--- src/rtl/dma_arb.sv ---
// Arbiter sharing one memory port between a CPU and a USB DMA engine.
// CPU passes through when idle; DMA gets a fixed two-cycle window (access + ack).
module dma_arb #(
    parameter int l = 16
) (
    input  logic         clk,
    input  logic         reset,
    input  logic [l-1:0] cpu_addr,
    input  logic         cpu_r,
    input  logic [1:0]   cpu_w,
    input  logic [l-1:0] cpu_dout,
    input  logic [l-1:0] dma_addr,
    input  logic         dma_reqr,
    input  logic         dma_reqw,
    input  logic [l-1:0] dma_dout,
    output logic         dma_ack,
    output logic [l-1:0] dma_din,
    output logic [l-1:0] mem_addr,
    output logic         mem_r,
    output logic [1:0]   mem_w,
    output logic [l-1:0] mem_dout,
    input  logic [l-1:0] mem_din,
    output logic         cpu_stall
);

    // state  | meaning
    // IDLE   | CPU owns the bus; DMA waits for a free cycle or starvation limit
    // DMA_RD | DMA read access, data latched on exit
    // DMA_WR | DMA full-word write access
    // ACK    | completion pulse to requester, CPU still held off
    typedef enum logic [1:0] {IDLE, DMA_RD, DMA_WR, ACK} state_t;

    state_t       state_q, state_d;
    logic [2:0]   wait_cnt_q, wait_cnt_d;
    logic         dma_ack_q, dma_ack_d;
    logic [l-1:0] dma_din_q, dma_din_d;
    logic         cpu_stall_q, cpu_stall_d;

    logic pending;
    logic busy;
    logic grant;

    assign pending = dma_reqr | dma_reqw;
    assign busy    = cpu_r | (|cpu_w);
    assign grant   = pending & (~busy | (wait_cnt_q == 3'd4));

    always_comb begin
        state_d    = state_q;
        wait_cnt_d = 3'd0;
        dma_ack_d  = 1'b0;
        dma_din_d  = dma_din_q;
        case (state_q)
            IDLE: begin
                if (grant) begin
                    state_d = dma_reqr ? DMA_RD : DMA_WR;
                end else if (pending && busy) begin
                    wait_cnt_d = (wait_cnt_q == 3'd4) ? 3'd4 : wait_cnt_q + 3'd1;
                end
            end
            DMA_RD: begin
                dma_din_d = mem_din;
                dma_ack_d = 1'b1;
                state_d   = ACK;
            end
            DMA_WR: begin
                dma_ack_d = 1'b1;
                state_d   = ACK;
            end
            ACK:     state_d = IDLE;
            default: state_d = IDLE;
        endcase
        cpu_stall_d = (state_d != IDLE);
    end

    always_ff @(posedge clk or posedge reset) begin
        if (reset) begin
            state_q     <= IDLE;
            wait_cnt_q  <= 3'd0;
            dma_ack_q   <= 1'b0;
            dma_din_q   <= '0;
            cpu_stall_q <= 1'b0;
        end else begin
            state_q     <= state_d;
            wait_cnt_q  <= wait_cnt_d;
            dma_ack_q   <= dma_ack_d;
            dma_din_q   <= dma_din_d;
            cpu_stall_q <= cpu_stall_d;
        end
    end

    // Bus mux is combinational so a reset mid-access hands the bus back at once.
    always_comb begin
        mem_addr = cpu_addr;
        mem_r    = cpu_r;
        mem_w    = cpu_w;
        mem_dout = cpu_dout;
        case (state_q)
            DMA_RD: begin
                mem_addr = dma_addr;
                mem_r    = 1'b1;
                mem_w    = 2'b00;
            end
            DMA_WR: begin
                mem_addr = dma_addr;
                mem_r    = 1'b0;
                mem_w    = 2'b11;
                mem_dout = dma_dout;
            end
            ACK: begin
                mem_addr = dma_addr;
                mem_r    = 1'b0;
                mem_w    = 2'b00;
            end
            default: ;
        endcase
    end

    assign dma_ack   = dma_ack_q;
    assign dma_din   = dma_din_q;
    assign cpu_stall = cpu_stall_q;

endmodule

--- config.mk ---
export PLATFORM = sky130hd
export DESIGN_NAME = dma_arb
export DESIGN_NICKNAME = d
export VERILOG_FILES = /design/src/rtl/dma_arb.sv
export SDC_FILE = /design/constraint.sdc
export NUM_CORES = 1
export LEC_CHECK = 0
export ABC_CLOCK_PERIOD_IN_PS = 2100
export CORE_ASPECT_RATIO = 0.9
export CORE_MARGIN = 4
export CORE_UTILIZATION = 40
export CTS_BUF_LIST = sky130_fd_sc_hd__clkbuf_16
export CTS_CLUSTER_SIZE = 40
export DETAILED_ROUTE_END_ITERATION = 10
export DONT_BUFFER_PORTS = 1
export PLACE_DENSITY = 0.58
export SYNTH_ARGS = -nofsm -noshare
export SYNTH_HDL_FRONTEND = slang
export SYNTH_SLANG_ARGS = --single-unit
--- constraint.sdc ---
create_clock -name clk -period 2.1 [get_ports clk]
set_clock_uncertainty 0.2 [all_clocks]
set_input_delay 0.21 -clock clk [delete_from_list [all_inputs] [get_ports clk]]
set_output_delay 0.21 -clock clk [all_outputs]
set_load 0.01 [all_outputs]
== Word-level counts from Yosys, hierarchy flattened ==
Cells that the tools add are included.
Operators by class
  equal/unequal tests: 4
  reduce and logical (&&, ||, !) cells: 8
  mux-type cells: 12
  bitwise logic cells: 5
  add/sub/neg operators: 1
Operators with widths (number)
  16-bit 2-to-1 mux: 2
  3-bit 2-to-1 mux: 4
  2-bit OR reduction: 4
  2-bit one-hot mux with 3 select lines: 1
  2-bit equality test (second input constant): 2
  2-bit 2-to-1 mux: 2
  2-bit one-hot mux with 2 select lines: 1
  3-bit by 1-bit adder with 3-bit output (second input constant): 1
  3-bit equality test (second input constant): 1
  1-bit OR: 3
  3-bit OR reduction: 1
  2-bit by 1-bit equality test with 1-bit output (second input constant): 1
  2-bit logical NOT: 1
  1-bit one-hot mux with 2 select lines: 1
  2-bit nonzero test: 1
  1-bit AND: 1
  1-bit logical AND: 1
  1-bit 2-to-1 mux: 1
  1-bit NOT: 1
Storage, ports and cells
  input port bits: 87
  register bits after elaboration: 23
  output and inout port bits: 53

== Longest topological paths before layout ==
Gate-level depths: netlist of run 1.
  word-level depth: 8
  mapped depth: 5

== Worst setup path after synthesis of run 1 ==
No wires, ideal clock.
  kind: register -> output
  start: reg state_q[0]
  end: out mem_dout[10]
  required time: 1690 ps
  buffers on the path: 2
  data arrival time: 1388 ps
  stages on the path, launching flop included: 6
  setup slack: 302 ps
  path through: dfrtp_1 -> inv_1 -> ha_1 -> buf_2 -> buf_2 -> mux2_2
On the way
  cells in the longest elaborated chain, start to end: 2
RTL lines
  start, declared: RTL line 33  | state_t state_q, state_d;
  start signal, assigned: RTL line 83  | state_q <= state_d;
  2-bit equality test: RTL line 97  | case (state_q)
  16-bit 2-to-1 mux: RTL line 97
  end, declared: RTL line 21  | output logic [l-1:0] mem_dout,
Every way passes these cells.

== Final worst setup path of run 1 ==
  start: reg state_q[0]
  end: out mem_addr[14]
On the way
  cells in the longest elaborated chain, start to end: 3
  elaborated cells on any way between the ends: 5
  those cells by class: 3 x eq/ne; 1 x mux; 1 x reduce/logical
RTL lines
  2-bit equality test or 2-bit by 1-bit equality test with 1-bit output (tied branches): RTL line 97
  3-bit OR reduction (no source line) (*)
  16-bit 2-to-1 mux (*): RTL line 97
  end, declared: RTL line 18  | output logic [l-1:0] mem_addr,
Mark *: on every way between the ends. The rest lies on a longest branch, timed or not.

==> results.md, run 1 <==
* Outcome: finished, final reports clean
* Hold Path Depth at 2
* Post-CTS setup buffer count at 0
* Total gr overflow at 0
* Cts hold-fix bufs at 17
* Arrival time worst endpoint at between 1500 and 2000 ps
* Ys Warns at 0
* Final Critical Period at 1960 ps
* GPL Wtd Cong at about 0.73
* Netlist cell types at 22
* Maximum number of pins on one net before global-route repair at 24
* N_diodes at 0
* Syn_nets at 208
* Sequential Power Share at 0.358
* Cell count after synthesis at 115
* Clk slew on worst S/H paths at roughly 60 ps
* Layout Nets at 229
* Util after Layout at 0.506
* Slew Viols, Final at 0
* Total wire length at 3960 um
* Final Instance Area at 1710 um^2
* Bufs on Longest Clock Path at 2
* Power density of the placed cells at approximately 1500 nW/um^2
* Number of hold violations in the final report at 0
* Clock sinks at 23
* Share of layout cells above drive strength 1 at 0.430
* Placed Area at 1460 um^2
* WL met2 at roughly 2300 um
* Synthesis-to-finish area growth at 22.5%
* Setup TNS at 0 ps
* Worst setup EP type: primary output
* Synth area leader: dfrtp_1
* Total CTS buffers at 3
* WP data required at 1690 ps
* Clock network power share at 0.159
* Logic gate share of total power at 0.484
* Die Wd at 70.3 um
* Wire per inst at ~22 um
* Vias at 980
* Fin crit share at 0.935
* Switch share at 0.383
* DP HPWL at 3240 um
* Io pins at 140
* Slew @ Worst Pin at about 860 ps
* Yosys top cell area share at 0.412
* NetSw at 953 uW
* Worst r2r path cells at 6
* Vias per cell at 5.47
* Total power at 2.49 mW
* Die area at 4500 um^2
* Input/output buffers at 0
* Fmax at 0.509 GHz
* #FFs+latches synth at 23
* First-pass GRT wire length at 5780 um
* GRT Util Overall at 0.166
* Area of the multi-input gates at 766 um^2
* Antenna violations before repair at 0
* P_int at 1.54 mW
* H-tree depth at 1
* Fillers at around 300
* RSZ-0062 raised after global routing: no
* FF/Latch Area at between 500 and 600 um^2
* CTS tree: done
* Vias in the first global route at 1110
* Area of the mapped netlist at 1400 um^2
* Max_slew headroom at 0.425
* Critical Path Fanout Max at 11
* Post-Route M1 WL at between 1000 and 1500 um
* Worst Hold Class: input port to register
* Die height at 64.1 um
* Detail Route Antenna Nets at 0
* Worst VDD drop at approximately 0.00050 V
* WS Path Type: register to primary output
* DRT Pass-1 Iters at 4
* Top sig layer: met4
* Post-route DRC at 0
* Leak at 0.719 nW
* Core area at 3380 um^2
* Ranking of synthesized cells by area: dfrtp_1 41%, mux2_2 40%, ha_1 5.4%
* DR WL met3 at between 400 and 500 um
* Startpoint Class: register
* Initial Util at 0.413
* Root buffer cell: clkbuf_16
* CTS resizes at 0
* Row count at 20
* Avg Inst Size Synth at 12.1 um^2
* Initial detailed-routing violation count at 24
* Max cap viols at 0
* Sequential area share after synthesis at 0.412
* Clock Latency Late Sink at 250 ps
* Final setup violation count at 0
[through the flow]
| stage | instances | setup slack, ps | hold slack [ps] |
|---|---|---|---|
| 2_1_floorplan | 115 | 302 | 11.9 |
| 3_3_place_gp | 158 | 432 | 96.8 |
| 3_5_place_dp | 158 | 375 | 113 |
| 4_1_cts | 179 | 110 | 1.20 |
| 5_1_grt | 179 | 34.7 | 8.10 |
| 6_report | 179 | 136 | 4.29 |
[cell families (layout without fill, tap and decap cells)]
logic type	Yosys count	count (layout)	share of synthesized area
compound gates	6	6	0.0296
xor+xnor	1	1	0.00627
fa+ha+maj	6	6	0.0538
buf+inv	13	33	0.0394
flops	23	23	0.412
mux	49	49	0.395
simple gates	17	17	0.0636
[path summary, 6_finish.rpt]
check | from | end | slack, ps
worst max-delay path | state_q[0]$_DFF_PP0_ | mem_addr[14] | 140
worst min-delay path | dma_reqw | state_q[1]$_DFF_PP0_ | 4
worst max register to register | state_q[0]$_DFF_PP0_ | wait_cnt_q[2]$_DFF_PP0_ | 350
worst min register to register | wait_cnt_q[0]$_DFF_PP0_ | wait_cnt_q[0]$_DFF_PP0_ | 270
max in group asynchronous | reset | dma_din[11]$_DFFE_PP0P_ | 770
min in group asynchronous | reset | dma_din[15]$_DFFE_PP0P_ | 400
[worst max-delay path: stages (launching register included)]
cell,delay [ps]
dfrtp_1,380
inv_1,150
ha_1,200
buf_4,190
mux2_2,390
[cell type report]
class,count,share of cell area
well taps,44,0.0322
inverters,7,0.0154
clock inverters,1,0.00293
flip-flops and latches,23,0.337
multi-input cells,79,0.448
repair buffers,22,0.121
clock buffers,3,0.0439
[power groups by stage]
stage	clock (mW)	combinational, mW	sequential, mW
floorplan	0	1.00	0.848
global placement	0	1.16	0.894
detailed placement	0	1.19	0.902
CTS	0.412	1.22	0.894
global route	0.431	1.31	0.917
finish	0.395	1.21	0.891
[cell usage after synthesis]
library cell   n
nor2_1         4
nand3_1        2
nand2_1        4
a31oi_1        1
or3_1          1
ha_1           6
nor3_1         1
and2_1         1
dfrtp_1       23
xnor2_1        1
clkbuf_1       1
inv_1          7
or4b_1         1
and3_1         1
mux2_2        49
nor4b_1        1
buf_2          5
o22ai_1        1
o22a_1         1
nand2b_1       1
a211oi_1       2
o21ai_0        1
[placed cells by master (no fill, tap or decap)]
master / Yosys / layout
clkinv_2: 0 / 1
clkbuf_16: 0 / 3
ha_1: 6 / 6
o22a_1: 1 / 1
nand2b_1: 1 / 1
or4b_1: 1 / 1
o22ai_1: 1 / 1
nand2_1: 4 / 4
nor4b_1: 1 / 1
xnor2_1: 1 / 1
mux2_2: 49 / 49
and3_1: 1 / 1
nand3_1: 2 / 2
inv_1: 7 / 7
a211oi_1: 2 / 2
buf_4: 0 / 5
dfrtp_1: 23 / 23
and2_1: 1 / 1
or3_1: 1 / 1
nor3_1: 1 / 1
dlygate4sd3_1: 0 / 17
nor2_1: 4 / 4
a31oi_1: 1 / 1
o21ai_0: 1 / 1
[registers in the layout (all words and copies together), names as in the netlist]
name and cells:
dma_ack 1, wait_cnt_q 3, dma_din 16, state_q 2, cpu_stall 1
[per-layer routing]
metal | up-vias | global-route usage
li1 | 446 | -
met1 | 449 | 0.139
met2 | 83 | 0.353
met3 | 2 | 0.0597
met4 | 0 | 0.0407
met5 | - | 0
No activity file was read; power rests on OpenSTA's default activity.
==> run 2, diff against run 1 <==
--- a/config.mk
+++ b/config.mk
@@ -7,7 +7,7 @@
 export LEC_CHECK = 0
 export ABC_CLOCK_PERIOD_IN_PS = 2100
 export CORE_ASPECT_RATIO = 0.9
-export CORE_MARGIN = 4
+export CORE_MARGIN = 2
 export CORE_UTILIZATION = 40
 export CTS_BUF_LIST = sky130_fd_sc_hd__clkbuf_16
 export CTS_CLUSTER_SIZE = 40
==> run 2 against run 1 <==
Critical path type unchanged. Largest cell class unchanged. Via count down 1.9%. Design area is 0.95% lower. Register-to-register slack worse by 50 ps. Critical path depth is the same. Sequential share of layout area grew 0.32 points. Final cell count down 1.1%.
==> results.md, run 2 (synthesis results as in run 1) <==
* Slew @ Worst Pin at 827 ps
* Worst VDD drop at 0.000766 V
* Io pins at 140
* Clk slew on worst S/H paths at 60 ps
* Fillers at 301
* Outcome: finished, final reports clean
* Slew Viols, Final at 0
* N_diodes at 0
* Area of the multi-input gates at 766 um^2
* Maximum number of pins on one net before global-route repair at 24
* CTS tree: done
* NetSw at 931 uW
* Critical R2R Launch: state_q[0]$_DFF_PP0_
* Fmax at 0.500 GHz
* Number of flip-flops in the largest register at 16
* Arrival time worst endpoint at 1590 ps
* Vias per cell at roughly 5.4
* Logic gate share of total power at 0.480
* Clock Latency Late Sink at 250 ps
* RSZ-0062 raised after global routing: no
* Switch share at 0.381
* Row count at 20
* GPL Wtd Cong at ~0.68
* Die area at 3980 um^2
* Core area at around 3400 um^2
* Initial detailed-routing violation count at 24
* P_int at about 1.5 mW
* Max cap viols at 0
* GRT Util Overall at 0.151
* Synthesis-to-finish area growth at 21.3%
* Root buffer cell: clkbuf_16
* Input/output buffers at 0
* Reg2reg end: wait_cnt_q[2]$_DFF_PP0_
* Fin crit share at 0.953
* Vias in the first global route at between 900 and 1000
* Post-CTS setup buffer count at 0
* End of the critical path: mem_addr[7]
* Critical Path Fanout Max at 21
* Detail Route Antenna Nets at 0
* First-pass GRT wire length at between 4000 and 5000 um
* Power density of the placed cells at 1440 nW/um^2
* WP data required at ~1700 ps
* Clock network power share at 0.159
* Total gr overflow at 0
* Startpoint Class: register
* Worst hold slack at 7.49 ps
* H-tree depth at 1
* DRT Pass-1 Iters at 4
* Worst Hold Class: input port to register
* Initial Util at 0.416
* Die Wd at about 66 um
* Final setup violation count at 0
* Antenna violations before repair at 0
* Layout Nets at about 230
* FF/Latch Area at 576 um^2
* Wire per inst at 18.6 um
* Number of hold violations in the final report at 0
* Share of layout cells above drive strength 1 at 0.414
* Worst setup EP type: primary output
* Sequential Power Share at 0.361
* Worst r2r path cells at 6
* Cts hold-fix bufs at 17
* Post-route DRC at 0
* Reg-to-reg setup timing slack at roughly 300 ps
* Max_slew headroom at 0.448
* WS Path Type: register to primary output
* DP HPWL at 2590 um
* Clock sinks at 23
* Most frequent cells in the layout: 49 x mux2_2, 23 x dfrtp_1, 17 x dlygate4sd3_1
* Leak at 0.710 nW
* Total wire length at 3290 um
* Most common cell after layout, fill and taps aside: mux2_2
* Total CTS buffers at 3
* CTS resizes at 0
* Bufs on Longest Clock Path at 2
* Vias at just under 1000
* Die height at 60.1 um
* Setup TNS at 0 ps
* Crit path from: state_q[0]$_DFF_PP0_
* Final Critical Period at 2000 ps
* Total power at 2.45 mW
run 2: changes by cell type in the layout (fill, tap and decap cells not counted), sizes merged:
cell,before,now
inv,7,8
buf,5,3
clkinv,1,0
run 2: worst min path at each step:
stage / start / end / slack (ps) / depth (start not counted)
2_1_floorplan: reset / cpu_stall$_DFF_PP0_ / 10 / 1
3_3_place_gp: reset / dma_din[0]$_DFFE_PP0P_ / 100 / 1
3_5_place_dp: reset / dma_din[2]$_DFFE_PP0P_ / 110 / 1
4_1_cts: dma_reqw / state_q[1]$_DFF_PP0_ / 3 / 2
5_1_grt: dma_reqw / state_q[1]$_DFF_PP0_ / 5 / 2
6_report: dma_reqw / state_q[1]$_DFF_PP0_ / 7 / 2
run 2: cell type report:
cell class,instances,area share
multi-input cells,79,0.452
flip-flops and latches,23,0.340
repair buffers,20,0.114
clock buffers,3,0.0443
well taps,44,0.0325
inverters,7,0.0155
clock inverters,1,0.00222
run 2: critical path: stages (launching register included):
cell	delay [ps]
dfrtp_1	380
inv_1	140
ha_1	170
buf_4	240
mux2_2	410
run 2: through the flow:
step           std cells  setup slack [ps]   util  area [um^2]
6_report             177              98.3  0.505         1690
5_1_grt              177              15.5  0.505         1690
4_1_cts              177              86.5  0.505         1690
3_5_place_dp         156               293  0.431         1450
3_3_place_gp         156               402  0.431         1450
2_1_floorplan        115               302      -         1400
run 2: layer usage:
| metal | up-vias | track usage | part of all wire |
|---|---|---|---|
| li1 | 442 | - | - |
| met1 | 451 | 0.163 | 0.36 |
| met2 | 68 | 0.294 | 0.55 |
| met3 | 0 | 0.0527 | 0.090 |
| met4 | 0 | 0.00875 | 0 |
| met5 | - | 0 | 0 |
run 2: power groups by stage:
| stage | sequential, mW | clock, mW | combinational (mW) |
|---|---|---|---|
| floorplan | 0.848 | 0 | 1.00 |
| global placement | 0.883 | 0 | 1.12 |
| detailed placement | 0.893 | 0 | 1.16 |
| CTS | 0.884 | 0.406 | 1.19 |
| global route | 0.905 | 0.424 | 1.28 |
| finish | 0.882 | 0.389 | 1.17 |
